`src/rtl/serial_ripple_subtractor_if.sv`:
```
// Bus bundle for serial_ripple_subtractor.
// Optional feature macro: SERIAL_RIPPLE_SUBTRACTOR_OVERFLOW_EN adds the overflow signal.
//
// Handshake: the master raises start for one or more cycles with x, y and
// borrow_in valid alongside it; the block samples them on the first rising
// edge where it is idle (busy=0, done=0). There is no ready signal: start
// seen while busy or done is dropped, never queued. done pulses for exactly
// one cycle when z/borrow_out carry the new result, which then holds until
// the next done.
interface serial_ripple_subtractor_if #(
  parameter int WIDTH = 8
);
  logic             start;
  logic             borrow_in;
  logic [WIDTH-1:0] x;
  logic [WIDTH-1:0] y;
  logic [WIDTH-1:0] z;
  logic             borrow_out;
  logic             busy;
  logic             done;
  logic [1:0]       dbg_state;
`ifdef SERIAL_RIPPLE_SUBTRACTOR_OVERFLOW_EN
  logic             overflow;

  modport master (
    output start, borrow_in, x, y,
    input  z, borrow_out, busy, done, dbg_state, overflow
  );

  modport slave (
    input  start, borrow_in, x, y,
    output z, borrow_out, busy, done, dbg_state, overflow
  );
`else
  modport master (
    output start, borrow_in, x, y,
    input  z, borrow_out, busy, done, dbg_state
  );

  modport slave (
    input  start, borrow_in, x, y,
    output z, borrow_out, busy, done, dbg_state
  );
`endif
endinterface

```
`src/rtl/serial_ripple_subtractor.sv`:
```
// Bit-serial ripple subtractor: computes x - y - borrow_in one bit per clock,
// LSB first, through a single full-subtractor cell and a borrow flop.
// Optional feature macro: SERIAL_RIPPLE_SUBTRACTOR_OVERFLOW_EN adds a signed
// two's-complement overflow output, loaded and held alongside z.
module serial_ripple_subtractor #(
  parameter int WIDTH = 8
) (
  input  logic                       clock,
  input  logic                       reset,
  serial_ripple_subtractor_if.slave  bus
);

  localparam int CW = $clog2(WIDTH + 1);

  typedef enum logic [1:0] {
    IDLE  = 2'd0,
    SHIFT = 2'd1,
    DONE  = 2'd2
  } state_t;

  state_t           state_q, state_d;
  logic [CW-1:0]    cnt_q, cnt_d;
  logic [WIDTH-1:0] xs_q, xs_d;
  logic [WIDTH-1:0] ys_q, ys_d;
  logic [WIDTH-1:0] res_q, res_d;
  logic [WIDTH-1:0] z_q, z_d;
  logic             b_q, b_d;
  logic             bo_q, bo_d;
  logic             busy_q;
  logic             done_q;
`ifdef SERIAL_RIPPLE_SUBTRACTOR_OVERFLOW_EN
  // Operand sign bits are kept separately because the shift registers
  // lose them as the operation proceeds.
  logic             xm_q, xm_d;
  logic             ym_q, ym_d;
  logic             ov_q, ov_d;
`endif

  logic             diff_bit;
  logic             borrow_nxt;
  logic             last_bit;
  logic [WIDTH-1:0] res_shift;

  // Full-subtractor cell on the current LSBs and the running borrow.
  always_comb begin
    diff_bit   = xs_q[0] ^ ys_q[0] ^ b_q;
    borrow_nxt = (~xs_q[0] & ys_q[0]) | (~(xs_q[0] ^ ys_q[0]) & b_q);
    res_shift  = {diff_bit, res_q[WIDTH-1:1]};
    last_bit   = (cnt_q == CW'(WIDTH - 1));
  end

  // Next-state and datapath updates; everything holds unless the state says otherwise.
  always_comb begin
    state_d = state_q;
    cnt_d   = cnt_q;
    xs_d    = xs_q;
    ys_d    = ys_q;
    res_d   = res_q;
    z_d     = z_q;
    b_d     = b_q;
    bo_d    = bo_q;
`ifdef SERIAL_RIPPLE_SUBTRACTOR_OVERFLOW_EN
    xm_d    = xm_q;
    ym_d    = ym_q;
    ov_d    = ov_q;
`endif
    case (state_q)
      IDLE: begin
        if (bus.start) begin
          xs_d    = bus.x;
          ys_d    = bus.y;
          b_d     = bus.borrow_in;
          res_d   = '0;
          cnt_d   = '0;
`ifdef SERIAL_RIPPLE_SUBTRACTOR_OVERFLOW_EN
          xm_d    = bus.x[WIDTH-1];
          ym_d    = bus.y[WIDTH-1];
`endif
          state_d = SHIFT;
        end
      end
      SHIFT: begin
        xs_d  = xs_q >> 1;
        ys_d  = ys_q >> 1;
        b_d   = borrow_nxt;
        res_d = res_shift;
        cnt_d = cnt_q + CW'(1);
        // The final bit is folded straight into z so done lands WIDTH cycles after start.
        if (last_bit) begin
          z_d     = res_shift;
          bo_d    = borrow_nxt;
`ifdef SERIAL_RIPPLE_SUBTRACTOR_OVERFLOW_EN
          ov_d    = (xm_q != ym_q) && (diff_bit != xm_q);
`endif
          state_d = DONE;
        end
      end
      DONE: begin
        state_d = IDLE;
      end
      default: begin
        state_d = IDLE;
      end
    endcase
  end

  // State and datapath registers; busy/done are registered decodes of the next state.
  always_ff @(posedge clock or posedge reset) begin
    if (reset) begin
      state_q <= IDLE;
      cnt_q   <= '0;
      xs_q    <= '0;
      ys_q    <= '0;
      res_q   <= '0;
      z_q     <= '0;
      b_q     <= 1'b0;
      bo_q    <= 1'b0;
      busy_q  <= 1'b0;
      done_q  <= 1'b0;
`ifdef SERIAL_RIPPLE_SUBTRACTOR_OVERFLOW_EN
      xm_q    <= 1'b0;
      ym_q    <= 1'b0;
      ov_q    <= 1'b0;
`endif
    end else begin
      state_q <= state_d;
      cnt_q   <= cnt_d;
      xs_q    <= xs_d;
      ys_q    <= ys_d;
      res_q   <= res_d;
      z_q     <= z_d;
      b_q     <= b_d;
      bo_q    <= bo_d;
      busy_q  <= (state_d == SHIFT);
      done_q  <= (state_d == DONE);
`ifdef SERIAL_RIPPLE_SUBTRACTOR_OVERFLOW_EN
      xm_q    <= xm_d;
      ym_q    <= ym_d;
      ov_q    <= ov_d;
`endif
    end
  end

  assign bus.z          = z_q;
  assign bus.borrow_out = bo_q;
  assign bus.busy       = busy_q;
  assign bus.done       = done_q;
  assign bus.dbg_state  = state_q;
`ifdef SERIAL_RIPPLE_SUBTRACTOR_OVERFLOW_EN
  assign bus.overflow   = ov_q;
`endif

endmodule

```
`src/flat_wrapper.sv`:
```
// flat-port wrapper written by rule: the top's interface ports become plain ports
module serial_ripple_subtractor_flat 
#(
  parameter int WIDTH = 8
)
  (clock, reset, bus_start, bus_borrow_in, bus_x, bus_y, bus_z, bus_borrow_out, bus_busy, bus_done, bus_dbg_state);
  serial_ripple_subtractor_if #(.WIDTH(WIDTH)) bus_i ();
  input  logic clock;
  input  logic reset;
  input wire logic [$bits(bus_i.start)-1:0] bus_start;
  input wire logic [$bits(bus_i.borrow_in)-1:0] bus_borrow_in;
  input wire logic [$bits(bus_i.x)-1:0] bus_x;
  input wire logic [$bits(bus_i.y)-1:0] bus_y;
  output wire logic [$bits(bus_i.z)-1:0] bus_z;
  output wire logic [$bits(bus_i.borrow_out)-1:0] bus_borrow_out;
  output wire logic [$bits(bus_i.busy)-1:0] bus_busy;
  output wire logic [$bits(bus_i.done)-1:0] bus_done;
  output wire logic [$bits(bus_i.dbg_state)-1:0] bus_dbg_state;
  assign bus_i.start = bus_start;
  assign bus_i.borrow_in = bus_borrow_in;
  assign bus_i.x = bus_x;
  assign bus_i.y = bus_y;
  assign bus_z = bus_i.z;
  assign bus_borrow_out = bus_i.borrow_out;
  assign bus_busy = bus_i.busy;
  assign bus_done = bus_i.done;
  assign bus_dbg_state = bus_i.dbg_state;
  serial_ripple_subtractor #(.WIDTH(WIDTH)) u_core (.clock(clock), .reset(reset), .bus(bus_i));
endmodule
```
`config.mk`:
```
export PLATFORM = sky130hd
export DESIGN_NAME = serial_ripple_subtractor_flat
export DESIGN_NICKNAME = d
export VERILOG_FILES = /design/src/rtl/serial_ripple_subtractor_if.sv /design/src/rtl/serial_ripple_subtractor.sv /design/src/flat_wrapper.sv
export SDC_FILE = /design/constraint.sdc
export NUM_CORES = 1
export LEC_CHECK = 0
export ABC_AREA = 1
export CORE_MARGIN = 4
export CORE_UTILIZATION = 55
export CTS_CLUSTER_SIZE = 12
export DETAILED_ROUTE_END_ITERATION = 6
export PLACE_DENSITY = 0.83
export REMOVE_ABC_BUFFERS = 1
export SLEW_MARGIN = 15
export SYNTH_ARGS = -nofsm -noshare
export SYNTH_HDL_FRONTEND = slang
export SYNTH_SLANG_ARGS = --single-unit
```
`constraint.sdc`:
```
create_clock -name clock -period 3.3 [get_ports clock]
set_clock_uncertainty 0.2 [all_clocks]
set_input_delay 0.66 -clock clock [delete_from_list [all_inputs] [get_ports clock]]
set_output_delay 0.66 -clock clock [all_outputs]
set_load 0.05 [all_outputs]
```
==> impl_metrics.json, run 1 <==
{
  "route.detailed.wl_per_inst_um": 12.2,
  "dpl_cell_area_sq_mm": 0.00210,
  "post_synthesis_async_set_or_reset_flop_share": 1.00,
  "grt_antenna_before_repair": 0,
  "grt_first_pass_wirelength_um": 5780,
  "cp_num_buf_inv": 1,
  "timing_max_transition_violations_final": 0,
  "clock_sink_count": 41,
  "r2r_end": "u_core.bus.z[7]$_DFFE_PP0P_",
  "start_kind": "register",
  "worst-r2r-setup-slack_ps": 1530,
  "drt_drc_violations_left": 0,
  "clockRootBuffer": "clkbuf_4",
  "core_region_area_sq_mm": 0.00308,
  "crit_path_max_fanout": 5,
  "finish.utilization": 0.704,
  "post_route_setup_tns_ps": 0,
  "worstHoldPathType": "register to register",
  "avgSynthCellArea_sq_um": 9.00,
  "synth_enable_flop_cells": 0,
  "cell_area_after_technology_mapping_sq_mm": 0.00177,
  "antenna_cells": 0,
  "final.period_utilization": 0.784,
  "worst_r2r_path_depth": 5,
  "total_of_flip_flops_plus_latches_after_synthesis": 41,
  "power-per-cell-area_mw_per_mm2": 959,
  "whs_endpoint": "u_core.bus.z[4]$_DFFE_PP0P_",
  "fin_worst_hold_slack_ps": 286,
  "floorplan.initialDensity": 0.576,
  "number_of_fillers_in_the_final_layout": 268,
  "placement.io_buffers": 32,
  "num_vias": 1409,
  "critical_path_cell_by_cell": "clkdlybuf4s50_1",
  "drt_pre_antenna_iters": 6,
  "maximum_number_of_pins_on_one_net_before_global_route_repair": 42,
  "vias_per_cell": 5.14,
  "track_usage": 0.182,
  "clock_tree.buffer_depth": 2,
  "cts.repair.resized": 0,
  "max-cap-violations": 0,
  "place_worst_setup_slack_ps": 1000,
  "cts.repair_timing.setup_buffer_count": 0,
  "cpPeakStageDelay_ps": 860,
  "synth.yosys.warnings": 0,
  "synth_most_common_cell": "nand2_1",
  "setup-violations-final": 0,
  "ir_worst_vdd_uv": 355,
  "ant_nets": 0,
  "chipWidth_um": 64.8,
  "syn2layout_area_growth_pct": 22.3,
  "layout_min_cycle_time_ps": 2590,
  "std_cell_rows": 20,
  "cts_tree": "built",
  "multi_input_area_sq_um": 633,
  "hold_path_startpoint": "u_core.res_q[5]$_DFFE_PP0P_",
  "cp.arrival_ps": 1730,
  "yosysTopAreaCellShare": 0.579,
  "fmaxAchievable_mhz": 386,
  "first_global_vias": 1313,
  "finalNonFillerCells": 274,
  "floorplan.io_pins": 33,
  "number_of_endpoints_with_negative_hold_slack_in_the_final_report": 0,
  "route.final.wire_length_um": 3340,
  "placedCellCount": 266,
  "timing_worst_setup_path_type": "register to output pin",
  "yosys_most_used_dff": "dfrtp_1",
  "cp.required_ps": 2440,
  "ys_top_cells_by_area": "dfrtp_1, nand2_1, nand3_1",
  "proportion_of_synthesized_chip_area_in_sequential_cells": 0.579,
  "numCtsBuffers": 5,
  "die_y_um": 64.8,
  "worst_path_max_delay_cell": "clkdlybuf4s50_1",
  "insertion_delay_ps": 350,
  "detail_route.iter0.violations": 74,
  "regToRegStartpoint": "u_core.bus.dbg_state[0]$_DFF_PP0_",
  "post-dp-hpwl_um": 2260,
  "grt_setup_unrepaired": "no",
  "clock_input_transition_at_the_sequential_cells_of_the_worst_setup_and_hold_paths_ps": 120,
  "dieArea_sq_mm": 0.00420,
  "synth_cell_type_count": 19,
  "cp_top_family": "buffers and inverters",
  "cp-end-kind": "output pin",
  "area.sequential_sq_mm": 0.00103,
  "max_slew_margin": 0.668,
  "postLayoutCellArea_sq_mm": 0.00217,
  "postSynthCellCount": 197,
  "layout_setup_ws_ps": 711,
  "cts_hold_buf": 0,
  "total_power_mw": 2.08,
  "hold_depth": 2,
  "final_net_count": 251,
  "finalWeightedCongestion": 0.754,
  "power.leakage_nw": 1.07,
  "outcome": "completed",
  "synth_largest_area_cell": "dfrtp_1",
  "grt-ovfl-total": 0,
  "cts-htree-levels": 2,
  "tightestPinTransition_ps": 498,
  "synthTopCellsByCount": "nand2_1, dfrtp_1, nand3_1, inv_1, o22ai_1",
  "fraction_of_layout_instances_using_a_drive_strength_above_1": 0.0739
}
-- report_power, final --
part | total, mW | internal (mW) | switching (mW)
Sequential | 0.844 | 0.709 | 0.135
Clock | 0.280 | 0.124 | 0.157
Combinational | 0.955 | 0.317 | 0.638
-- sequential cells by signal, indices dropped and copies added (netlist names) --
signal,count
u_core.bus.z,8
u_core.bus.done,1
u_core.xs_q,8
u_core.bus.busy,1
u_core.b_q,1
u_core.bus.dbg_state,2
u_core.cnt_q,4
u_core.res_q,7
u_core.ys_q,8
u_core.bus.borrow_out,1
-- placed cells by master (no fill, tap or decap) --
cell             instances
buf_4                    1
nor2_4                   2
a21oi_1                  1
o22ai_1                  5
clkbuf_8                 2
nand2_2                  1
nor2_1                   4
inv_1                   13
clkbuf_4                 5
clkinv_2                 1
ha_1                     1
fa_1                     1
nand3_1                 39
inv_2                    2
nand2_4                  3
nand4_1                  1
clkdlybuf4s50_1         32
o21ai_0                  2
nand2_1                 72
o21ai_1                  1
dfrtp_1                 41
-- cell type report --
| type | count | share of cell area |
|---|---|---|
| clock buffer | 7 | 0.0300 |
| clock inverter | 1 | 0.00231 |
| inverter | 15 | 0.0260 |
| multi-input combinational | 133 | 0.292 |
| sequential | 41 | 0.473 |
| tap | 44 | 0.0254 |
| timing repair buffer | 33 | 0.151 |
-- per-layer routing --
layer  share of wire  vias up  GRT usage
li1                -      693          -
met1            0.44      657      0.226
met2            0.47       52      0.296
met3           0.072        7     0.0624
met4           0.017        0     0.0633
met5               0        -          0
-- cells by family after synthesis --
kind of cell / synth area share
AO/OA/AOI/OAI: 0.0289
adder cells (fa/ha/maj): 0.0183
buffers and inverters: 0.0642
flip-flops: 0.579
AND/OR/NAND/NOR: 0.310
-- worst max-delay path by stage --
stage,startpoint,end,cells past startpoint
after global placement,bus_start,u_core.xs_q[2]$_DFFE_PP0P_,5
after CTS,u_core.bus.dbg_state[0]$_DFF_PP0_,bus_dbg_state[0],1
final,u_core.bus.dbg_state[0]$_DFF_PP0_,bus_dbg_state[0],1
after floorplan,u_core.bus.dbg_state[0]$_DFF_PP0_,u_core.bus.borrow_out$_DFFE_PP0P_,5
after global routing,u_core.bus.dbg_state[0]$_DFF_PP0_,bus_dbg_state[0],1
after detailed placement,bus_start,u_core.xs_q[3]$_DFFE_PP0P_,5
Power figures use the tool's default switching activity.
==> run 2: changes to the inputs <==
CORE_UTILIZATION = 46   (was 55)
PLACE_DENSITY = 0.75   (was 0.83)
clock period = 2.15 ns   (was 3.3 ns; I/O delays follow)
==> impl_metrics.json, run 2 (synthesis results as in run 1) <==
{
  "floorplan.io_pins": 33,
  "clock_tree.buffer_depth": 2,
  "track_usage": 0.142,
  "cts.repair.resized": 0,
  "max-cap-violations": 0,
  "worst_path_max_delay_cell": "clkdlybuf4s50_1",
  "cts_tree": "built",
  "grt_antenna_before_repair": 0,
  "insertion_delay_ps": 290,
  "outcome": "completed",
  "timing_worst_setup_path_type": "register to output pin",
  "area.sequential_sq_mm": 0.00103,
  "post_route_setup_tns_ps": 0,
  "grt_setup_unrepaired": "no",
  "finalWeightedCongestion": 0.738,
  "route.final.wire_length_um": 3340,
  "drt_pre_antenna_iters": 4,
  "clock_input_transition_at_the_sequential_cells_of_the_worst_setup_and_hold_paths_ps": 80,
  "mostFrequentLayoutCell": "nand2_1",
  "setup-violations-final": 0,
  "chipWidth_um": 70.1,
  "fraction_of_layout_instances_using_a_drive_strength_above_1": 0.103,
  "antenna_cells": 0,
  "grt_first_pass_wirelength_um": 5670,
  "numCtsBuffers": 5,
  "multi_input_area_sq_um": 633,
  "vias_per_cell": 4.97,
  "finish.utilization": 0.604,
  "cp.required_ps": 1520,
  "drt_drc_violations_left": 0,
  "worstHoldPathType": "register to register",
  "first_global_vias": 1297,
  "cp_top_family": "buffers and inverters",
  "power-per-cell-area_mw_per_mm2": 1530,
  "ant_nets": 0,
  "cp_num_buf_inv": 1,
  "detail_route.iter0.violations": 89,
  "floorplan.initialDensity": 0.481,
  "num_vias": 1397,
  "cp-end-kind": "output pin",
  "clock_sink_count": 41,
  "final.period_utilization": 0.962,
  "cpPeakStageDelay_ps": 800,
  "syn2layout_area_growth_pct": 25.8,
  "startpoint": "u_core.bus.z[6]$_DFFE_PP0P_",
  "post-dp-hpwl_um": 2260,
  "crit_path_max_fanout": 2,
  "cts-htree-levels": 2,
  "regToRegStartpoint": "u_core.cnt_q[0]$_DFFE_PP0P_",
  "worst-r2r-setup-slack_ps": 640,
  "fmaxAchievable_mhz": 483,
  "start_kind": "register",
  "cp.arrival_ps": 1440,
  "route.detailed.wl_per_inst_um": 11.9,
  "final_net_count": 254,
  "tightestPinTransition_ps": 502,
  "layout.cells.most_common_list": "nand2_1, dfrtp_1, nand3_1, clkdlybuf4s50_1, inv_1",
  "hold_path_startpoint": "u_core.res_q[7]$_DFFE_PP0P_",
  "number_of_fillers_in_the_final_layout": 350,
  "max_slew_margin": 0.666,
  "number_of_endpoints_with_negative_hold_slack_in_the_final_report": 0,
  "fin_worst_hold_slack_ps": 274,
  "core_region_area_sq_mm": 0.00369,
  "grt-ovfl-total": 0,
  "die_y_um": 70.1,
  "ir_worst_vdd_uv": 617,
  "cts_hold_buf": 0,
  "placement.io_buffers": 32,
  "maximum_number_of_pins_on_one_net_before_global_route_repair": 42,
  "layout_min_cycle_time_ps": 2070,
  "clockRootBuffer": "clkbuf_8",
  "std_cell_rows": 22,
  "critical_path_cell_by_cell": "clkdlybuf4s50_1",
  "cts.repair_timing.setup_buffer_count": 0,
  "power.leakage_nw": 1.11,
  "dieArea_sq_mm": 0.00491,
  "timing_max_transition_violations_final": 0
}
run 2: cell types whose count changed in the layout (fill, tap and decap cells not counted), sizes merged:
cell	delta
clkinv	-1
bufinv	+1
buf	+8
clkdlybuf4s50	-5
run 2: worst paths after layout:
check,cells after the start,endpoint
setup / recovery,1,bus_z[6]
hold / removal,2,u_core.bus.z[6]$_DFFE_PP0P_
setup reg to reg,6,u_core.bus.z[1]$_DFFE_PP0P_
hold reg to reg,2,u_core.bus.z[6]$_DFFE_PP0P_
max in group asynchronous,3,u_core.cnt_q[1]$_DFFE_PP0P_
min in group asynchronous,3,u_core.bus.z[0]$_DFFE_PP0P_
run 2: area by class of cell:
type / instances / share of cell area
flip-flops and latches: 41 / 0.460
multi-input cells: 133 / 0.284
well taps: 48 / 0.0269
inverters: 15 / 0.0253
repair buffers: 36 / 0.152
clock inverters: 1 / 0.0135
clock buffers: 7 / 0.0387
run 2: metrics by stage:
stage | total power [mW] | cell area, sq um | cells | setup slack (ps)
finish | 3.42 | 2230 | 281 | 81.6
global route | 3.67 | 2230 | 281 | 30.9
CTS | 3.45 | 2230 | 281 | 65.2
detailed placement | 2.81 | 2110 | 273 | 329
global placement | 2.77 | 2110 | 273 | 361
floorplan | 2.33 | 1720 | 189 | 292
run 2: routing by layer:
layer | track usage | wire [um] | part of all wire
met2 | 0.230 | 1500 | 0.45
met1 | 0.182 | 1600 | 0.48
met3 | 0.0489 | 196 | 0.059
met4 | 0.0383 | 37 | 0.011
met5 | 0 | 0 | 0
run 2: power by group:
part           internal [mW]  total [mW]  switching (mW)
Combinational          0.512        1.50           0.985
Sequential              1.09        1.29           0.199
Clock                  0.378       0.631           0.253
==> run 3: changes to the inputs <==
REMOVE_ABC_BUFFERS = unset   (was 1)
==> impl_metrics.json, run 3 (synthesis results as in run 1) <==
{
  "cp_num_buf_inv": 1,
  "syn2layout_area_growth_pct": 25.9,
  "postLayoutCellArea_sq_mm": 0.00223,
  "cpPeakStageDelay_ps": 810,
  "setup-violations-final": 0,
  "clock_sink_count": 41,
  "first_global_vias": 1396,
  "crit_path_max_fanout": 2,
  "ant_nets": 0,
  "numCtsBuffers": 5,
  "num_vias": 1390,
  "core_region_area_sq_mm": 0.00369,
  "cts.repair_timing.setup_buffer_count": 0,
  "track_usage": 0.152,
  "std_cell_rows": 22,
  "start_kind": "register",
  "route.detailed.wl_per_inst_um": 12.1,
  "fmaxAchievable_mhz": 482,
  "post-dp-hpwl_um": 2290,
  "cts_hold_buf": 0,
  "drt_pre_antenna_iters": 4,
  "layout_min_cycle_time_ps": 2070,
  "cp.required_ps": 1520,
  "clockRootBuffer": "clkbuf_8",
  "maximum_number_of_pins_on_one_net_before_global_route_repair": 42,
  "grt-ovfl-total": 0,
  "tightestPinTransition_ps": 501,
  "ir_worst_vdd_uv": 838,
  "cts-htree-levels": 2,
  "worstHoldPathType": "register to register",
  "floorplan.io_pins": 33,
  "clock_tree.buffer_depth": 2,
  "mostFrequentLayoutCell": "nand2_1",
  "clock_input_transition_at_the_sequential_cells_of_the_worst_setup_and_hold_paths_ps": 70,
  "number_of_endpoints_with_negative_hold_slack_in_the_final_report": 0,
  "power-per-cell-area_mw_per_mm2": 1490,
  "final_net_count": 254,
  "dieArea_sq_mm": 0.00491,
  "cp-end-kind": "output pin",
  "fraction_of_layout_instances_using_a_drive_strength_above_1": 0.0987,
  "cts.repair.resized": 0,
  "final.period_utilization": 0.965,
  "finalWeightedCongestion": 0.774,
  "timing_max_transition_violations_final": 0,
  "max-cap-violations": 0,
  "antenna_cells": 0,
  "cp.arrival_ps": 1440,
  "grt_antenna_before_repair": 0,
  "insertion_delay_ps": 280,
  "layout.cells.most_common_list": "nand2_1, dfrtp_1, nand3_1, clkdlybuf4s50_1, inv_1",
  "placedCellCount": 273,
  "post_route_setup_tns_ps": 0,
  "route.final.wire_length_um": 3400,
  "floorplan.initialDensity": 0.481,
  "outcome": "completed",
  "finalNonFillerCells": 281,
  "chipWidth_um": 70.1,
  "placement.io_buffers": 32,
  "detail_route.iter0.violations": 126,
  "die_y_um": 70.1,
  "critical_path_cell_by_cell": "clkdlybuf4s50_1",
  "grt_first_pass_wirelength_um": 6060,
  "vias_per_cell": 4.95,
  "worst_path_max_delay_cell": "clkdlybuf4s50_1",
  "total_power_mw": 3.33,
  "drt_drc_violations_left": 0,
  "cts_tree": "built",
  "synth_fp_nets": 219,
  "dpl_cell_area_sq_mm": 0.00213,
  "cp_top_family": "buffers and inverters",
  "grt_setup_unrepaired": "no",
  "max_slew_margin": 0.665,
  "timing_worst_setup_path_type": "register to output pin",
  "power.leakage_nw": 1.11
}
## run 3: cell types whose count changed in the layout (fill, tap and decap cells not counted)
cell and delta:
clkdlybuf4s50_1 +2, buf_12 +1, buf_4 -3, bufinv_16 -1
clkbuf_8 +1, clkinv_2 +1, clkbuf_1 -1
## run 3: path summary, 6_finish.rpt
path / to / start / slack, ps / cells past startpoint
worst max-delay path: bus_z[4] / u_core.bus.z[4]$_DFFE_PP0P_ / 80 / 1
worst min-delay path: u_core.bus.z[1]$_DFFE_PP0P_ / u_core.res_q[2]$_DFFE_PP0P_ / 270 / 2
worst max register to register: u_core.bus.borrow_out$_DFFE_PP0P_ / u_core.bus.dbg_state[0]$_DFF_PP0_ / 520 / 5
worst min register to register: u_core.bus.z[1]$_DFFE_PP0P_ / u_core.res_q[2]$_DFFE_PP0P_ / 270 / 2
max in group asynchronous: u_core.bus.done$_DFF_PP0_ / reset / 1250 / 3
min in group asynchronous: u_core.cnt_q[0]$_DFFE_PP0P_ / reset / 300 / 3
## run 3: cell type report
| class | instances | area (sq um) |
|---|---|---|
| fill | 352 | 1460 |
| sequential | 41 | 1030 |
| multi-input combinational | 133 | 633 |
| timing repair buffer | 36 | 355 |
| clock buffer | 7 | 96.3 |
| tap | 48 | 60.1 |
| inverter | 15 | 56.3 |
| clock inverter | 1 | 5.00 |
## run 3: power by group
group | switching (mW) | internal [mW]
combinational | 0.979 | 0.516
clock | 0.249 | 0.290
sequential | 0.205 | 1.09
## run 3: layer usage
layer | vias to the layer above | track usage | routed length [um]
met5 | - | 0 | 0
met4 | 0 | 0.0383 | 38
met3 | 7 | 0.0432 | 167
met2 | 30 | 0.248 | 1590
met1 | 653 | 0.198 | 1600
li1 | 700 | - | -
## run 3: stage by stage
step	util	setup WS (ps)	hold slack [ps]
6_report	0.605	75.2	269
5_1_grt	0.605	33.0	285
4_1_cts	0.605	64.7	271
3_5_place_dp	0.578	319	254
3_3_place_gp	0.578	349	255
2_1_floorplan	-	567	242
